**config.mk**
```make
export PLATFORM = sky130hd
export DESIGN_NAME = cpu_exec_unit
export DESIGN_NICKNAME = d
export VERILOG_FILES = /design/src/rtl/cpu_exec_unit.sv
export SDC_FILE = /design/constraint.sdc
export NUM_CORES = 2
export LEC_CHECK = 0
export ABC_AREA = 1
export BUFFER_PORTS_ARGS = -buffer_cell sky130_fd_sc_hd__buf_2
export CORE_ASPECT_RATIO = 0.6
export CORE_UTILIZATION = 40
export DETAILED_ROUTE_END_ITERATION = 6
export RECOVER_POWER = 100
export SYNTH_ARGS = -nofsm -noshare
export SYNTH_HDL_FRONTEND = slang
export SYNTH_SLANG_ARGS = --single-unit
```
**constraint.sdc**
```tcl
create_clock -name clk_i -period 7.8 [get_ports clk_i]
set_input_delay 0.39 -clock clk_i [delete_from_list [all_inputs] [get_ports clk_i]]
set_output_delay 0.39 -clock clk_i [all_outputs]
set_load 0.02 [all_outputs]
```
**src/rtl/cpu_exec_unit.sv**
```systemverilog
`timescale 1ns/1ps
// Clocked execute stage: single-cycle ALU/jump/ID/INIT ops plus an iterative
// restoring divider that holds off fetch until the quotient is resolved.
module cpu_exec_unit #(
    parameter int               WIDTH    = 32,
    parameter logic [WIDTH-1:0] PC_RESET = '0,
    parameter int               STEP     = 12,
    parameter logic [31:0]      CPUID    = 32'h19920308
) (
    input  logic             clk_i,
    input  logic             rst_i,
    input  logic             enable_i,
    input  logic             fetch_valid_i,
    input  logic [WIDTH-1:0] opcode_i,
    input  logic [WIDTH-1:0] opa_i,
    input  logic [WIDTH-1:0] opb_i,
    output logic             exec_ready_o,
    output logic [WIDTH-1:0] newpc_o,
    output logic             isjcc_o,
    output logic [WIDTH-1:0] data_o,
    output logic             exec_done_o,
    output logic [1:0]       err_o
);

    localparam int               CNT_W   = $clog2(WIDTH + 1);
    localparam logic [WIDTH-1:0] STEP_W  = WIDTH'(STEP);
    localparam logic [WIDTH-1:0] CPUID_W = WIDTH'(CPUID);

    localparam logic [7:0] OP_ADD  = 8'h00;
    localparam logic [7:0] OP_SUB  = 8'h01;
    localparam logic [7:0] OP_MUL  = 8'h02;
    localparam logic [7:0] OP_DIV  = 8'h03;
    localparam logic [7:0] OP_DISP = 8'h04;
    localparam logic [7:0] OP_JMP  = 8'h05;
    localparam logic [7:0] OP_ID   = 8'h06;
    localparam logic [7:0] OP_INIT = 8'hFF;

    typedef enum logic [1:0] {
        ST_IDLE = 2'd0,
        ST_DIV  = 2'd1,
        ST_DONE = 2'd2
    } state_t;

    state_t             state_q, state_d;
    logic [WIDTH-1:0]   newpc_q, newpc_d;
    logic               isjcc_q, isjcc_d;
    logic [WIDTH-1:0]   data_q, data_d;
    logic               done_q, done_d;
    logic [1:0]         err_q, err_d;

    // Divider working set: quo_q starts as the dividend and shifts into the quotient.
    logic [WIDTH-1:0]   quo_q, quo_d;
    logic [WIDTH-1:0]   rem_q, rem_d;
    logic [WIDTH-1:0]   dvs_q, dvs_d;
    logic [CNT_W-1:0]   cnt_q, cnt_d;
    logic [WIDTH-1:0]   pc_q, pc_d;

    logic [WIDTH:0]     rem_shift;
    logic [WIDTH:0]     rem_diff;
    logic [WIDTH-1:0]   quo_next;
    logic [WIDTH-1:0]   rem_next;
    logic [WIDTH-1:0]   pc_step;
    logic [7:0]         op;
    logic               accept;
    logic [WIDTH-1:0]   unused_opcode;

    assign unused_opcode = opcode_i;
    assign op            = opcode_i[7:0];
    assign exec_ready_o  = (state_q == ST_IDLE) && !rst_i;
    assign accept        = fetch_valid_i && enable_i && exec_ready_o;
    assign pc_step       = newpc_q + STEP_W;

    assign newpc_o     = newpc_q;
    assign isjcc_o     = isjcc_q;
    assign data_o      = data_q;
    assign exec_done_o = done_q;
    assign err_o       = err_q;

    // One restoring step: shift in the next dividend bit, keep the difference if non-negative.
    always_comb begin
        rem_shift = {rem_q, quo_q[WIDTH-1]};
        rem_diff  = rem_shift - {1'b0, dvs_q};
        if (!rem_diff[WIDTH]) begin
            rem_next = rem_diff[WIDTH-1:0];
            quo_next = {quo_q[WIDTH-2:0], 1'b1};
        end else begin
            rem_next = rem_shift[WIDTH-1:0];
            quo_next = {quo_q[WIDTH-2:0], 1'b0};
        end
    end

    always_comb begin
        state_d = state_q;
        newpc_d = newpc_q;
        isjcc_d = isjcc_q;
        data_d  = data_q;
        done_d  = 1'b0;
        err_d   = err_q;
        quo_d   = quo_q;
        rem_d   = rem_q;
        dvs_d   = dvs_q;
        cnt_d   = cnt_q;
        pc_d    = pc_q;

        case (state_q)
            ST_IDLE: begin
                if (accept) begin
                    state_d = ST_DONE;
                    done_d  = 1'b1;
                    newpc_d = pc_step;
                    isjcc_d = 1'b0;
                    err_d   = 2'b00;
                    case (op)
                        OP_ADD:  data_d = opa_i + opb_i;
                        OP_SUB:  data_d = opa_i - opb_i;
                        OP_MUL:  data_d = opa_i * opb_i;
                        OP_DIV: begin
                            if (opb_i == '0) begin
                                data_d = '1;
                                err_d  = 2'b10;
                            end else begin
                                // Outputs keep their old values until the quotient is ready.
                                state_d = ST_DIV;
                                done_d  = 1'b0;
                                newpc_d = newpc_q;
                                isjcc_d = isjcc_q;
                                err_d   = err_q;
                                quo_d   = opa_i;
                                rem_d   = '0;
                                dvs_d   = opb_i;
                                cnt_d   = CNT_W'(WIDTH);
                                pc_d    = pc_step;
                            end
                        end
                        OP_DISP: data_d = data_q;
                        OP_JMP: begin
                            newpc_d = opa_i;
                            isjcc_d = 1'b1;
                        end
                        OP_ID:   data_d = CPUID_W;
                        OP_INIT: newpc_d = PC_RESET;
                        default: err_d = 2'b01;
                    endcase
                end
            end

            ST_DIV: begin
                quo_d = quo_next;
                rem_d = rem_next;
                cnt_d = cnt_q - CNT_W'(1);
                if (cnt_q == CNT_W'(1)) begin
                    state_d = ST_DONE;
                    done_d  = 1'b1;
                    data_d  = quo_next;
                    newpc_d = pc_q;
                    isjcc_d = 1'b0;
                    err_d   = 2'b00;
                end
            end

            ST_DONE: state_d = ST_IDLE;

            default: state_d = ST_IDLE;
        endcase
    end

    always_ff @(posedge clk_i) begin
        if (rst_i) begin
            state_q <= ST_IDLE;
            newpc_q <= PC_RESET;
            isjcc_q <= 1'b0;
            data_q  <= '0;
            done_q  <= 1'b0;
            err_q   <= 2'b00;
            quo_q   <= '0;
            rem_q   <= '0;
            dvs_q   <= '0;
            cnt_q   <= '0;
            pc_q    <= '0;
        end else begin
            state_q <= state_d;
            newpc_q <= newpc_d;
            isjcc_q <= isjcc_d;
            data_q  <= data_d;
            done_q  <= done_d;
            err_q   <= err_d;
            quo_q   <= quo_d;
            rem_q   <= rem_d;
            dvs_q   <= dvs_d;
            cnt_q   <= cnt_d;
            pc_q    <= pc_d;
        end
    end

endmodule

```
==> impl_metrics.toml <==
[min_path]
holdPathEnd = "dvs_q[31]$_SDFFE_PP0P_"
min_path_type = "primary input to register"
hold_depth = 3
min-delay-start = "opb_i[31]"

[final_layout]
syn_to_final_growth_pct = 7.465
drive_above_1_share_pct = 5.404
fin_nets = 5097

[detailed_routing]
wl_per_cell_um = 20.31
via_count = 28140
drc_errors = 0
drt_iter0_drc = 3249
routed_via_density = 5.218
first_pass_iters = 6
wirelength_um = 109500
detail-route-antenna-nets = 0

[synth]
yosysSeqAreaShare_pct = 13.45
synth.net_count = 5054
synth_edf_count = 0
avgSynthCellArea_sq_um = 6.977
async_flop_share_pct = 0
ys.warnings.count = 0
synth_cell_types = 54
synth_top_flop_cell = "dfxtp_1"
synthCells = 4353
syn_area_sq_um = 30370
synth-seq-cells = 204

[sta]
setup_viol = 0
hold_viol = 0
rsz0062_at_grt = "false"
fin_crit_sh_pct = 94.18
tightest_slew_ps = 3546
fmax_ghz = 0.1361
setup-tns-final_ps = 0
worst_slack_ps = 454.1
relSlewSlack_pct = -136.4
clock_skew_ps = 25.70
maxSlewViolCount = 118
fin_crit_ps = 7346

[worst_setup_path]
slowest_stage = "buf_2"
timing.critical_path.mode_cell = "fa_1"
critPathBufInv = 8
critPathTopFamily = "adder cells"
ff2ff_path_depth = 10
worst_ep_arrival_time_ps = 7740
criticalPathCategory = "primary input to register"
r2r_start = "state_q[1]$_SDFFE_PP0P_"
r2r-end = "dvs_q[5]$_SDFFE_PP0P_"
r2r_setup_slack_ps = 3140
critPathCaptureType = "register"
crit_fanout = 15
worst_setup_path_start_kind = "primary input"
required_ps = 8200
critPathMaxStageDelay_ps = 610

[die]
num_rows = 77
die_y_um = 215.4
start_util_pct = 40.83
boundaryPins = 169
die_w_um = 357.7
dieArea_sq_um = 77070
core_area_sq_um = 74380

[outcome]
violations = "capacitance limit, slew limit"
status = "finished, violations left"

[grt]
grt_max_degree = 70
grt_use_total_pct = 28.51
antenna_found_initial = 3
grt_pass1_vias = 26510
grt_pass1_wl_um = 166100
grt-ovfl-total = 0

[run]
maxCapViolCount = 2

[clock_tree]
clk_pin_slew_ps = 90
clockRootBuffer = "clkbuf_16"
ctsHoldBuffers = 0
clockBufferDepth = 3
post_cts_buffers = 0
cts_buffers = 17
ctsResizeCount = 0
clock_sinks = 204
cts_tree = "built"
insertion_delay_ps = 530
h-tree-depth = 1

[placed_design]
dpl.hpwl_um = 87650
gp_congestion = 1.020
post-place-ws_ps = 237.5
portBuffers = 144
## state kept, by name, indices dropped and copies added, names as in the netlist
name and count:
cnt_q 6, data_o 32, dvs_q 32, err_o 2
exec_done_o 1, isjcc_o 1, newpc_o 32, pc_q 32
quo_q 32, rem_q 32, state_q 2
## worst register-to-register path: cells and delay by family, from the launching register on
kind	cells	cell delay (ps)
buffers and inverters	4	3000
and+or+nand+nor	5	930
DFF	1	330
AOI/OAI and AO/OA	1	220
## worst max path at each step
| stage | from | to | cells past startpoint |
|---|---|---|---|
| 2_1_floorplan | opb_i[7] | data_o[26]$_SDFFE_PP0P_ | 29 |
| 5_1_grt | opa_i[9] | data_o[25]$_SDFFE_PP0P_ | 27 |
| 6_report | opa_i[9] | data_o[25]$_SDFFE_PP0P_ | 28 |
| 3_3_place_gp | opa_i[9] | data_o[26]$_SDFFE_PP0P_ | 29 |
| 3_5_place_dp | opa_i[9] | data_o[26]$_SDFFE_PP0P_ | 29 |
| 4_1_cts | opa_i[9] | data_o[26]$_SDFFE_PP0P_ | 29 |
## cell type report
cell class              count  area [sq um]
diodes                      2         5.005
clock inverters             2         35.03
clock buffers              25         505.5
fillers                  7812         41740
inverters                1007          3780
flip-flops and latches    204          4084
multi-input cells        2934         21660
repair buffers            232          1335
well taps                 987          1235
## placed cells by master, fill, tap and decap left out, types with 7 or more instances in the layout
| master | netlist | layout |
|---|---|---|
| a21o_1 | 16 | 16 |
| a21oi_1 | 231 | 231 |
| a221oi_1 | 9 | 9 |
| a31oi_1 | 39 | 39 |
| buf_2 | 32 | 74 |
| buf_4 | 7 | 76 |
| clkbuf_1 | 139 | 78 |
| clkbuf_16 | 0 | 17 |
| dfxtp_1 | 204 | 204 |
| fa_1 | 410 | 410 |
| ha_1 | 191 | 191 |
| inv_1 | 995 | 997 |
| inv_2 | 11 | 8 |
| nand2_1 | 1165 | 1165 |
| nand3_1 | 136 | 136 |
| nand3b_1 | 18 | 18 |
| nand4_1 | 30 | 30 |
| nor2_1 | 168 | 166 |
| nor2_4 | 6 | 7 |
| nor3_1 | 30 | 31 |
| nor4_1 | 9 | 9 |
| o211ai_1 | 18 | 18 |
| o21a_1 | 8 | 8 |
| o21ai_0 | 196 | 197 |
| o21bai_1 | 8 | 8 |
| o221ai_1 | 10 | 10 |
| o22ai_1 | 56 | 56 |
| or2_2 | 15 | 15 |
| xnor2_1 | 28 | 28 |
| xor2_1 | 84 | 84 |
## cells in the mapped netlist, drive strengths merged (35+ instances only)
library cell / instances / area [sq um]
nand2: 1170 / 4409
inv: 1006 / 3776
fa: 410 / 8208
a21oi: 232 / 1165
dfxtp: 204 / 4084
o21ai: 201 / 1017
ha: 191 / 2390
nor2: 178 / 723.2
clkbuf: 140 / 526.8
nand3: 140 / 720.7
xor2: 84 / 735.7
buf: 68 / 321.6
o22ai: 56 / 350.3
a31oi: 39 / 244.0
nor3: 35 / 200.2
## cell families after synthesis
logic type	share of synthesized area (%)
adders and majority gates	34.90
AOI/OAI and AO/OA	11.57
xor gates and xnor gates	3.230
buffers and inverters	15.24
and+or+nand+nor	21.61
DFF	13.45
## metrics by stage
| step | util [%] | instance area, sq um | cells | hold WS [ps] |
|---|---|---|---|---|
| after global placement | 43.31 | 32210 | 5364 | 449.8 |
| after global routing | 43.88 | 32630 | 5392 | 188.9 |
| after detailed placement | 43.31 | 32210 | 5364 | 458.7 |
| after floorplan | - | 30370 | 4353 | 443.0 |
| after CTS | 44.04 | 32760 | 5391 | 160.7 |
| final | 43.88 | 32640 | 5393 | 161.0 |
## metal layers
metal | global-route usage (%) | routed length, um | vias up
li1 | - | - | 13280
met1 | 46.25 | 53300 | 13380
met2 | 36.73 | 39460 | 1421
met3 | 9.404 | 15680 | 63
met4 | 2.156 | 1059 | 0
met5 | 0 | 0 | -
Power is not shown: default switching activity piles up to over one toggle a cycle in this logic, so the estimate is an artifact.
